`config.mk`:
```
export PLATFORM = sky130hd
export DESIGN_NAME = onehot_decoder_pipe
export DESIGN_NICKNAME = d
export VERILOG_FILES = /design/src/rtl/onehot_decoder_pipe.sv
export SDC_FILE = /design/constraint.sdc
export NUM_CORES = 1
export LEC_CHECK = 0
export ABC_CLOCK_PERIOD_IN_PS = 2210
export BUFFER_PORTS_ARGS = -buffer_cell sky130_fd_sc_hd__buf_4
export CELL_PAD_IN_SITES_DETAIL_PLACEMENT = 1
export CELL_PAD_IN_SITES_GLOBAL_PLACEMENT = 1
export CORE_ASPECT_RATIO = 1.2
export CORE_MARGIN = 2
export CORE_UTILIZATION = 26
export CTS_CLUSTER_DIAMETER = 80
export DETAILED_ROUTE_END_ITERATION = 10
export PLACE_DENSITY = 0.61
export SLEW_MARGIN = 15
export SYNTH_ARGS = -nofsm -noshare
export SYNTH_HDL_FRONTEND = slang
export SYNTH_SLANG_ARGS = --single-unit
```
`constraint.sdc`:
```
create_clock -name clk -period 2.21 [get_ports clk]
set_clock_uncertainty 0.2 [all_clocks]
set_input_delay 0.442 -clock clk [delete_from_list [all_inputs] [get_ports clk]]
set_output_delay 0.442 -clock clk [all_outputs]
set_load 0.03 [all_outputs]
```
`src/rtl/onehot_decoder_pipe.sv`:
```
// Pipelined one-hot decoder: expands LANES 3-bit selector codes into 8-bit one-hot
// select words behind a valid/ready stream with a one-entry skid buffer.
module onehot_decoder_pipe #(
  parameter int LANES = 4,
  parameter int CNT_W = 16
) (
  input  logic                 clk,
  input  logic                 rst_n,
  input  logic                 in_valid,
  output logic                 in_ready,
  input  logic [3*LANES-1:0]   in_code,
  input  logic [LANES-1:0]     in_zero,
  output logic                 out_valid,
  input  logic                 out_ready,
  output logic [8*LANES-1:0]   out_onehot,
  input  logic                 clear_count,
  output logic [CNT_W-1:0]     zero_count
);

  localparam int DW = 8 * LANES;

  logic [DW-1:0]    dec_data;
  logic [DW-1:0]    out_data_reg, out_data_next;
  logic [DW-1:0]    skid_data_reg, skid_data_next;
  logic             out_valid_reg, out_valid_next;
  logic             skid_valid_reg, skid_valid_next;
  logic             in_ready_reg;
  logic [CNT_W:0]   pop_count;
  logic [CNT_W:0]   cnt_sum;
  logic [CNT_W-1:0] cnt_reg, cnt_next;
  logic             accept, emit;

  assign accept     = in_valid & in_ready_reg;
  assign emit       = out_valid_reg & out_ready;
  assign in_ready   = in_ready_reg;
  assign out_valid  = out_valid_reg;
  assign out_onehot = out_data_reg;
  assign zero_count = cnt_reg;

  // Decode ahead of storage so both OUT and SKID hold ready-to-use select words.
  generate
    for (genvar gi = 0; gi < LANES; gi++) begin : g_lane
      assign dec_data[8*gi +: 8] = in_zero[gi] ? 8'h00 : (8'h01 << in_code[3*gi +: 3]);
    end
  endgenerate

  always_comb begin
    out_data_next   = out_data_reg;
    out_valid_next  = out_valid_reg;
    skid_data_next  = skid_data_reg;
    skid_valid_next = skid_valid_reg;
    if (!out_valid_reg || emit) begin
      if (skid_valid_reg) begin
        out_data_next   = skid_data_reg;
        out_valid_next  = 1'b1;
        skid_valid_next = 1'b0;
      end else begin
        out_valid_next = accept;
        if (accept) begin
          out_data_next = dec_data;
        end
      end
    end else if (accept) begin
      // OUT is stalled: park the beat in SKID; in_ready drops next cycle.
      skid_data_next  = dec_data;
      skid_valid_next = 1'b1;
    end
  end

  always_comb begin
    pop_count = '0;
    for (int i = 0; i < LANES; i++) begin
      pop_count = pop_count + {{CNT_W{1'b0}}, in_zero[i]};
    end
    cnt_sum  = {1'b0, cnt_reg} + pop_count;
    cnt_next = cnt_reg;
    if (clear_count) begin
      cnt_next = accept ? pop_count[CNT_W-1:0] : '0;
    end else if (accept) begin
      // The sum carries out only on overflow since pop_count is far below 2^CNT_W.
      cnt_next = cnt_sum[CNT_W] ? {CNT_W{1'b1}} : cnt_sum[CNT_W-1:0];
    end
  end

  always_ff @(posedge clk or negedge rst_n) begin
    if (!rst_n) begin
      out_data_reg   <= '0;
      out_valid_reg  <= 1'b0;
      skid_data_reg  <= '0;
      skid_valid_reg <= 1'b0;
      in_ready_reg   <= 1'b1;
      cnt_reg        <= '0;
    end else begin
      out_data_reg   <= out_data_next;
      out_valid_reg  <= out_valid_next;
      skid_data_reg  <= skid_data_next;
      skid_valid_reg <= skid_valid_next;
      in_ready_reg   <= !skid_valid_next;
      cnt_reg        <= cnt_next;
    end
  end

endmodule

```
==> results.json, run 1 <==
{
  "outcome": "complete, but fails checks",
  "violations": "negative setup slack",
  "grt-ovfl-total": 0,
  "initial_core_util": 0.2657,
  "grt_pass1_wl_um": 20020,
  "vias": 3604,
  "tns_ns": -9.715,
  "final_layout_size_suffix_gt1_frac": 0.3650,
  "layout_commonest_cell": "buf_4",
  "cts_buffer_depth": 2,
  "die_h_um": 142.2,
  "synthToLayoutAreaGrowth_pct": 40.81,
  "grt_util_met3": 0.02524,
  "hold_depth": 3,
  "clockRootBuffer": "clkbuf_16",
  "ir_drop_mv": 0.3260,
  "setup.worst_path.end_class": "flop",
  "max_freq_mhz": 342.2,
  "start_kind": "primary input",
  "synth_cell_types": 50,
  "via_per_inst": 4.838,
  "total_power_mw": 4.263,
  "grt_busiest_layer": "met2",
  "crit_path_max_fanout": 4,
  "fill_cells": 1734,
  "io_buffers": 70,
  "firstDrtPassIters": 4,
  "routed_wl_um": 11880,
  "rows": 50,
  "synth_flop_cell": "dfrtp_1",
  "ioPinCount": 71,
  "gp_congestion": 0.7789,
  "postSynthCellCount": 431,
  "avgSynthCellArea_um2": 9.603,
  "dpl_worst_slack_ns": -1.263,
  "die_w_um": 119.2,
  "clock-sinks": 83,
  "worstPathRequired_ns": 2.27,
  "coreArea_um2": 15580,
  "slew_headroom": 0.6618,
  "grtUsageMet2": 0.2580,
  "setup_ws_ns": -0.7127,
  "clk_pin_slew_ns": 0.06,
  "met1_usage": 0.1821,
  "drc": 0,
  "hp-class": "primary input to flop",
  "cp.arrival_ns": 2.98,
  "cts_tree": "done",
  "async_reset_ff_frac": 1.000,
  "grt_pass1_vias": 3910,
  "avgRoutedWirePerCell_um": 15.95,
  "antenna_found_initial": 0,
  "finalHoldViolations": 0,
  "ys_seq_area_frac": 0.5021,
  "min_period_ns": 2.923,
  "setup_viol": 16,
  "num_antenna_cells": 0,
  "syn_area_um2": 4139,
  "r2r_cells": 8,
  "htree_levels": 3,
  "rsz0062_at_grt": "true",
  "slew_violations": 0,
  "antenna_left": 0,
  "die-area_um2": 16950,
  "hpwlAfterDp_um": 8346,
  "grt_max_degree": 65,
  "worstMarginPinSlew_ns": 0.5073,
  "post-route-period-util": 1.322,
  "critPathKind": "primary input to flop",
  "ys_ff_latch": 83,
  "syn_nets": 459,
  "powerDensity_nw_per_um2": 731.4,
  "drv_cap": 0,
  "drt_first_iter_violations": 219,
  "num-nets-final": 560,
  "insertion_delay_ns": 0.35,
  "ys_warn_count": 0,
  "grt_usage": 0.1484,
  "p_leak_nw": 2.595,
  "synth_edf_count": 0,
  "cts_buffers": 9,
  "mostFrequentLayoutCells": "104 x buf_4, 81 x dfrtp_1, 76 x nand2_1"
}
logic make-up (layout without fill, tap and decap cells):
group | after synthesis | after routing | synth area share
xor+xnor | 2 | 2 | 0.004233
flops | 83 | 83 | 0.5021
fa+ha+maj | 7 | 7 | 0.02479
simple gates | 155 | 155 | 0.1923
buf+inv | 37 | 143 | 0.03506
mux | 21 | 21 | 0.05683
compound gates | 126 | 126 | 0.1847
worst paths after layout:
| kind | from | end | slack, ns |
|---|---|---|---|
| setup / recovery | in_zero[3] | zero_count[3]$_DFFE_PN0P_ | -0.71 |
| hold / removal | out_ready | in_ready$_DFF_PN1_ | 0.19 |
| setup reg to reg | zero_count[0]$_DFFE_PN0P_ | zero_count[3]$_DFFE_PN0P_ | -0.07 |
| hold reg to reg | skid_data_reg[10]$_DFFE_PN0P_ | skid_data_reg[10]$_DFFE_PN0P_ | 0.28 |
| max in group asynchronous | rst_n | skid_data_reg[1]$_DFFE_PN0P_ | 0.80 |
| min in group asynchronous | rst_n | skid_data_reg[26]$_DFFE_PN0P_ | 0.41 |
power breakdown:
group | leakage, nW | internal [mW] | switching, mW
clock | 0.160 | 1.03 | 0.632
sequential | 1.13 | 1.63 | 0.0736
combinational | 1.30 | 0.374 | 0.525
total | 2.60 | 3.03 | 1.23
routing by layer:
metal,wire length (um),part of all wire
met1,5241,0.44
met2,6017,0.51
met3,425,0.036
met4,197,0.017
met5,0,0
synthesized netlist by cell type (2+ instances only):
cell type	number	area share
ha_1	5	0.015
nand4_1	7	0.011
nand3_1	8	0.0097
o211ai_1	2	0.0036
nand4bb_1	8	0.022
nor2_1	24	0.022
fa_1	2	0.0097
nand3b_1	8	0.015
a311oi_1	4	0.0085
and3_1	5	0.0076
mux2_2	20	0.054
nand2b_1	2	0.0030
nand2_1	78	0.071
inv_1	13	0.012
o21ai_0	72	0.087
clkbuf_1	18	0.016
a211oi_1	3	0.0054
and4_1	2	0.0042
and2_1	2	0.0030
a31oi_1	7	0.011
nor2b_1	3	0.0045
dfrtp_1	82	0.50
or4b_2	4	0.0097
a21oi_1	22	0.027
buf_2	4	0.0048
o2111ai_1	2	0.0042
final cells by class:
| cell class | count | area [um^2] | area share |
|---|---|---|---|
| sequential | 83 | 2079 | 0.3568 |
| tap | 208 | 260.3 | 0.04465 |
| inverter | 13 | 56.30 | 0.009661 |
| timing repair buffer | 114 | 939.7 | 0.1612 |
| multi-input combinational | 311 | 2163 | 0.3712 |
| clock inverter | 5 | 86.33 | 0.01481 |
| clock buffer | 11 | 242.7 | 0.04165 |
stage by stage:
| step | hold slack, ns | std cells | cell area [um^2] | utilization |
|---|---|---|---|---|
| detailed placement | 0.2531 | 715 | 5206 | 0.3342 |
| global placement | 0.2483 | 715 | 5206 | 0.3342 |
| finish | 0.1916 | 745 | 5828 | 0.3741 |
| floorplan | -0.05359 | 431 | 4218 | - |
| global route | 0.2120 | 745 | 5828 | 0.3741 |
| CTS | 0.1806 | 740 | 5715 | 0.3669 |
what timing repair did:
| item | 4_1_cts | 5_1_grt |
|---|---|---|
| hold endpoints to repair | 31 | 0 |
| buffers inserted | 8 | 5 |
| hold buffers | 1 | 0 |
| gates cloned | 0 | 0 |
| endpoints found under the setup margin | 16 | 16 |
| resized for setup | 23 | 14 |
| pin swaps | 5 | 8 |
worst max-delay path, cell delays in order:
cell and delay, ns:
buf_8 0.09, inv_8 0.03, fa_1 0.55, inv_2 0.05
ha_4 0.16, ha_4 0.26, inv_2 0.04, fa_2 0.35
buf_4 0.15, nor2b_4 0.12, o21ai_2 0.06, or4_4 0.46
a221oi_2 0.22
Power figures use the tool's default switching activity.
==> inputs of run 2 (changes only) <==
--- a/config.mk
+++ b/config.mk
@@ -5,7 +5,7 @@
 export SDC_FILE = /design/constraint.sdc
 export NUM_CORES = 1
 export LEC_CHECK = 0
-export ABC_CLOCK_PERIOD_IN_PS = 2210
+export ABC_CLOCK_PERIOD_IN_PS = 3800
 export BUFFER_PORTS_ARGS = -buffer_cell sky130_fd_sc_hd__buf_4
 export CELL_PAD_IN_SITES_DETAIL_PLACEMENT = 1
 export CELL_PAD_IN_SITES_GLOBAL_PLACEMENT = 1
@@ -14,7 +14,8 @@
 export CORE_UTILIZATION = 26
 export CTS_CLUSTER_DIAMETER = 80
 export DETAILED_ROUTE_END_ITERATION = 10
-export PLACE_DENSITY = 0.61
+export GPL_ROUTABILITY_DRIVEN = 0
+export PLACE_DENSITY = 0.59
 export SLEW_MARGIN = 15
 export SYNTH_ARGS = -nofsm -noshare
 export SYNTH_HDL_FRONTEND = slang
==> constraint.sdc (replaced) <==
create_clock -name clk -period 3.8 [get_ports clk]
set_clock_uncertainty 0.2 [all_clocks]
set_input_delay 0.76 -clock clk [delete_from_list [all_inputs] [get_ports clk]]
set_output_delay 0.76 -clock clk [all_outputs]
set_load 0.03 [all_outputs]
==> results.json, run 2 (synthesis gave the netlist of run 1 again) <==
{
  "outcome": "complete, no violations",
  "rows": 50,
  "ioPinCount": 71,
  "ff2ff_setup_slack_ns": 1.33,
  "drc": 0,
  "die-area_um2": 16950,
  "clock-sinks": 83,
  "hp-class": "primary input to asynchronous set/reset pin",
  "slew_violations": 0,
  "final_layout_size_suffix_gt1_frac": 0.2734,
  "post-route-period-util": 0.9376,
  "drv_cap": 0,
  "p_leak_nw": 2.388,
  "num-nets-final": 535,
  "critPathKind": "primary input to flop",
  "avgRoutedWirePerCell_um": 15.73,
  "cp.arrival_ns": 3.59,
  "powerDensity_nw_per_um2": 440.9,
  "layout_commonest_cell": "buf_4",
  "mostFrequentLayoutCells": "89 x buf_4, 81 x dfrtp_1, 77 x nand2_1",
  "setup_viol": 0,
  "num_antenna_cells": 0,
  "antenna_left": 0,
  "grt_pass1_vias": 3734,
  "crit_path_max_fanout": 7,
  "cts_buffer_depth": 2,
  "initial_core_util": 0.2657,
  "synthToLayoutAreaGrowth_pct": 27.99,
  "critPathLaunch": "in_zero[0]",
  "finalHoldViolations": 0,
  "fill_cells": 1768,
  "insertion_delay_ns": 0.34,
  "clk_pin_slew_ns": 0.07,
  "max_freq_mhz": 280.7,
  "grt_usage": 0.1402,
  "ir_drop_mv": 0.1879,
  "slew_headroom": 0.5025,
  "dpl_worst_slack_ns": -0.2102,
  "htree_levels": 3,
  "drt_first_iter_violations": 191,
  "clockRootBuffer": "clkbuf_16",
  "routed_wl_um": 11330,
  "cts_buffers": 9,
  "r2r-end": "zero_count[5]$_DFFE_PN0P_",
  "firstDrtPassIters": 4,
  "via_per_inst": 4.865,
  "multiInputGateArea_um2": 1929,
  "worstMarginPinSlew_ns": 0.7437,
  "start_kind": "primary input",
  "post-route-util": 0.3401,
  "r2r_cells": 7,
  "min_period_ns": 3.563,
  "grt-ovfl-total": 0,
  "setup.worst_path.end_class": "flop",
  "cts_tree": "done",
  "r2r_start": "zero_count[0]$_DFFE_PN0P_",
  "io_buffers": 70,
  "grt_pass1_wl_um": 19130,
  "grt_max_degree": 52,
  "antenna_found_initial": 0,
  "die_h_um": 142.2,
  "die_w_um": 119.2,
  "setup_ws_ns": 0.2370,
  "hpwlAfterDp_um": 7867,
  "vias": 3503,
  "worstPathRequired_ns": 3.83,
  "coreArea_um2": 15580,
  "rsz0062_at_grt": "false",
  "hold_slack_ns": 0.2680,
  "seq_area_um2": 2079
}
[run 2: metal layers]
metal  share of wire  routed length (um)  vias up  global-route usage
met4           0.013                 148        0             0.03822
met1            0.46                5248     1748              0.1797
met2            0.49                5545       60              0.2408
met3           0.034                 383       10             0.02804
met5               0                   0        -                   0
li1                -                   -     1685                   -
[run 2: area by class of cell]
type                    instances  share of cell area
well taps                     208             0.04913
repair buffers                 89              0.1261
clock buffers                  10             0.04511
inverters                      13            0.009211
clock inverters                 6             0.01370
flip-flops and latches         83              0.3925
multi-input cells             311              0.3642
[run 2: worst max path at each step]
stage                                      end  slack [ns]  cells past startpoint
floorplan           zero_count[12]$_DFFE_PN0P_        0.13                     11
global placement     zero_count[5]$_DFFE_PN0P_       -0.14                     12
detailed placement   zero_count[5]$_DFFE_PN0P_       -0.21                     12
CTS                  zero_count[5]$_DFFE_PN0P_        0.12                     12
global route         zero_count[6]$_DFFE_PN0P_        0.04                     12
finish               zero_count[5]$_DFFE_PN0P_        0.24                     12
[run 2: stage by stage]
step                TNS (ns)  area (um^2)  instances  power (mW)
floorplan                  0         4139        431       1.250
global placement     -0.9098         4975        703       1.428
detailed placement    -1.770         4975        703       1.441
CTS                        0         5286        719       2.377
global route               0         5298        720       2.463
finish                     0         5298        720       2.336
[run 2: power breakdown]
| part | internal (mW) | switching (mW) | leakage, nW |
|---|---|---|---|
| Combinational | 0.157 | 0.262 | 1.11 |
| Clock | 0.535 | 0.385 | 0.150 |
| Sequential | 0.948 | 0.0497 | 1.13 |
[run 2: worst max-delay path, cell delays in order]
cell	delay, ns
buf_4	0.09
inv_1	0.07
fa_1	0.54
inv_1	0.05
ha_1	0.17
ha_1	0.30
inv_1	0.07
fa_1	0.43
nand2b_2	0.26
a211oi_4	0.37
nand2_1	0.15
a2111oi_2	0.32
[run 2: timing repair]
| action | CTS | global route |
|---|---|---|
| endpoints found under the setup margin | 0 | 4 |
| hold buffers | 0 | 0 |
| setup buffers | 0 | 1 |
| gates resized for setup | 0 | 2 |
==> inputs of run 3 (changes only) <==
--- a/config.mk
+++ b/config.mk
@@ -16,6 +16,7 @@
 export DETAILED_ROUTE_END_ITERATION = 10
 export GPL_ROUTABILITY_DRIVEN = 0
 export PLACE_DENSITY = 0.59
+export REMOVE_ABC_BUFFERS = 1
 export SLEW_MARGIN = 15
 export SYNTH_ARGS = -nofsm -noshare
 export SYNTH_HDL_FRONTEND = slang
==> results.json, run 3 (synthesis gave the netlist of run 1 again) <==
{
  "outcome": "complete, no violations",
  "insertion_delay_ns": 0.34,
  "power.internal_mw": 1.717,
  "pwr-share-comb": 0.177,
  "ioPinCount": 71,
  "layout_commonest_cell": "buf_4",
  "final_cells": 718,
  "met3_length_um": 452,
  "antenna_left": 0,
  "setup.worst_path.end_class": "flop",
  "vias": 3498,
  "rsz0062_at_grt": "false",
  "num_antenna_cells": 0,
  "max_freq_mhz": 278.1,
  "cts_buffers": 9,
  "cts_buffer_depth": 2,
  "crit_path_max_fanout": 6,
  "hold_buffers": 0,
  "final_layout_size_suffix_gt1_frac": 0.2667,
  "dr.max_layer_used": "met4",
  "post-route-util": 0.3408,
  "p_seq_frac": 0.419,
  "setup_viol": 0,
  "p_leak_nw": 2.392,
  "hpwlAfterDp_um": 7595,
  "crit_chain": "buf_4 -> inv_1 -> fa_1 -> inv_1 -> ha_1 -> ha_1 -> inv_1 -> fa_1 -> nand2b_1 -> a211oi_4 -> nand2_1 -> a2111oi_2",
  "sw_frac_of_total": 0.2780,
  "rows": 50,
  "start_kind": "primary input",
  "drc": 0,
  "drv_cap": 0,
  "hold_slack_ns": 0.2797,
  "cts_tree": "done",
  "slew_violations": 0,
  "via_per_inst": 4.872,
  "hp-class": "flop to flop",
  "antenna_found_initial": 0,
  "cp.arrival_ns": 3.63,
  "cts_resized": 0,
  "die_w_um": 119.2,
  "r2r-end": "zero_count[5]$_DFFE_PN0P_",
  "cts_setup_buffers": 0,
  "holdPathEnd": "skid_data_reg[29]$_DFFE_PN0P_",
  "tns_ns": 0,
  "routedLengthMet1_um": 4983,
  "place_inst": 702,
  "firstDrtPassIters": 4,
  "htree_levels": 3,
  "mostFrequentLayoutCells": "86 x buf_4, 81 x dfrtp_1, 77 x nand2_1",
  "crit_family": "adder cells",
  "worstHoldStart": "skid_data_reg[29]$_DFFE_PN0P_",
  "dpl_worst_slack_ns": -0.1746,
  "post-route-period-util": 0.9464,
  "setup_ws_ns": 0.2038,
  "clkPwrFrac": 0.404,
  "worst_path_max_delay_cell": "fa_1",
  "synthToLayoutAreaGrowth_pct": 28.26,
  "clockRootBuffer": "clkbuf_16",
  "critPathKind": "primary input to flop",
  "worstPathRequired_ns": 3.83,
  "drt_first_iter_violations": 146,
  "clock-sinks": 83,
  "critPathMostFrequentCell": "inv_1",
  "clk_pin_slew_ns": 0.06,
  "grt_usage": 0.1363,
  "num-nets-final": 533,
  "die-area_um2": 16950,
  "powerDensity_nw_per_um2": 448.0,
  "ff2ff_setup_slack_ns": 1.24,
  "initial_core_util": 0.2657,
  "finalHoldViolations": 0,
  "ir_drop_mv": 0.1919,
  "grt_pass1_vias": 3657,
  "r2r_start": "zero_count[0]$_DFFE_PN0P_",
  "avgRoutedWirePerCell_um": 15.19,
  "grt_max_degree": 65,
  "grt_pass1_wl_um": 18330,
  "routed_wl_um": 10910,
  "cp_num_buf_inv": 4,
  "r2r_cells": 7,
  "hold_depth": 2,
  "cp_slowest_stage_delay_ns": 0.54,
  "dr_wl_met2_um": 5254,
  "netSwitchingPower_uw": 661.2,
  "slew_headroom": 0.4667,
  "coreArea_um2": 15580,
  "io_buffers": 70,
  "die_h_um": 142.2,
  "min_period_ns": 3.596,
  "grt-ovfl-total": 0,
  "worstMarginPinSlew_ns": 0.8000
}
## run 3: changes by cell type in the layout (fill, tap and decap cells not counted)
cell and delta:
a2111oi_0 +1, a2111oi_1 -1, buf_12 +1, buf_4 -3, bufinv_16 +1, clkbuf_1 +1
clkbuf_8 +1, clkinv_2 +1, clkinv_4 -2, inv_6 -2, nand2b_1 +1, nand2b_2 -1
## run 3: worst min-delay path: cells and delay by family (launching register included)
family | cells | cell delay, ns
simple gates | 1 | 0.05
flops | 1 | 0.34
compound gates | 1 | 0.06
## run 3: how the worst max path moves through the flow
stage	cells after the start	slack (ns)	endpoint	start
after global placement	12	-0.11	zero_count[5]$_DFFE_PN0P_	in_zero[0]
after CTS	12	0.18	zero_count[5]$_DFFE_PN0P_	in_zero[0]
after floorplan	11	0.13	zero_count[12]$_DFFE_PN0P_	in_zero[0]
final	12	0.20	zero_count[5]$_DFFE_PN0P_	in_zero[0]
after detailed placement	12	-0.17	zero_count[5]$_DFFE_PN0P_	in_zero[0]
after global routing	12	0.01	zero_count[6]$_DFFE_PN0P_	in_zero[1]
## run 3: cell type report
type / count / area, um^2
Timing Repair Buffer: 87 / 665.6
Fill cell: 1783 / 10270
Inverter: 13 / 48.80
Clock inverter: 4 / 72.57
Sequential cell: 83 / 2079
Tap cell: 208 / 260.3
Clock buffer: 12 / 256.5
Multi-Input combinational cell: 311 / 1926
## run 3: power by group through the flow
| stage | clock network (mW) | logic [mW] | registers, mW |
|---|---|---|---|
| 5_1_grt | 1.03 | 0.465 | 1.01 |
| 3_3_place_gp | 0 | 0.420 | 1.01 |
| 2_1_floorplan | 0 | 0.155 | 1.08 |
| 6_report | 0.961 | 0.421 | 0.997 |
| 4_1_cts | 0.999 | 0.432 | 0.997 |
| 3_5_place_dp | 0 | 0.432 | 1.01 |
## run 3: stage by stage
step,instance area [um^2],power [mW]
floorplan,4043,1.237
global placement,4980,1.430
detailed placement,4980,1.444
CTS,5309,2.427
global route,5309,2.506
finish,5309,2.379
## run 3: routing by layer
| metal | track usage | up-vias |
|---|---|---|
| li1 | - | 1686 |
| met1 | 0.1734 | 1731 |
| met2 | 0.2229 | 67 |
| met3 | 0.02724 | 14 |
| met4 | 0.06328 | 0 |
| met5 | 0 | - |
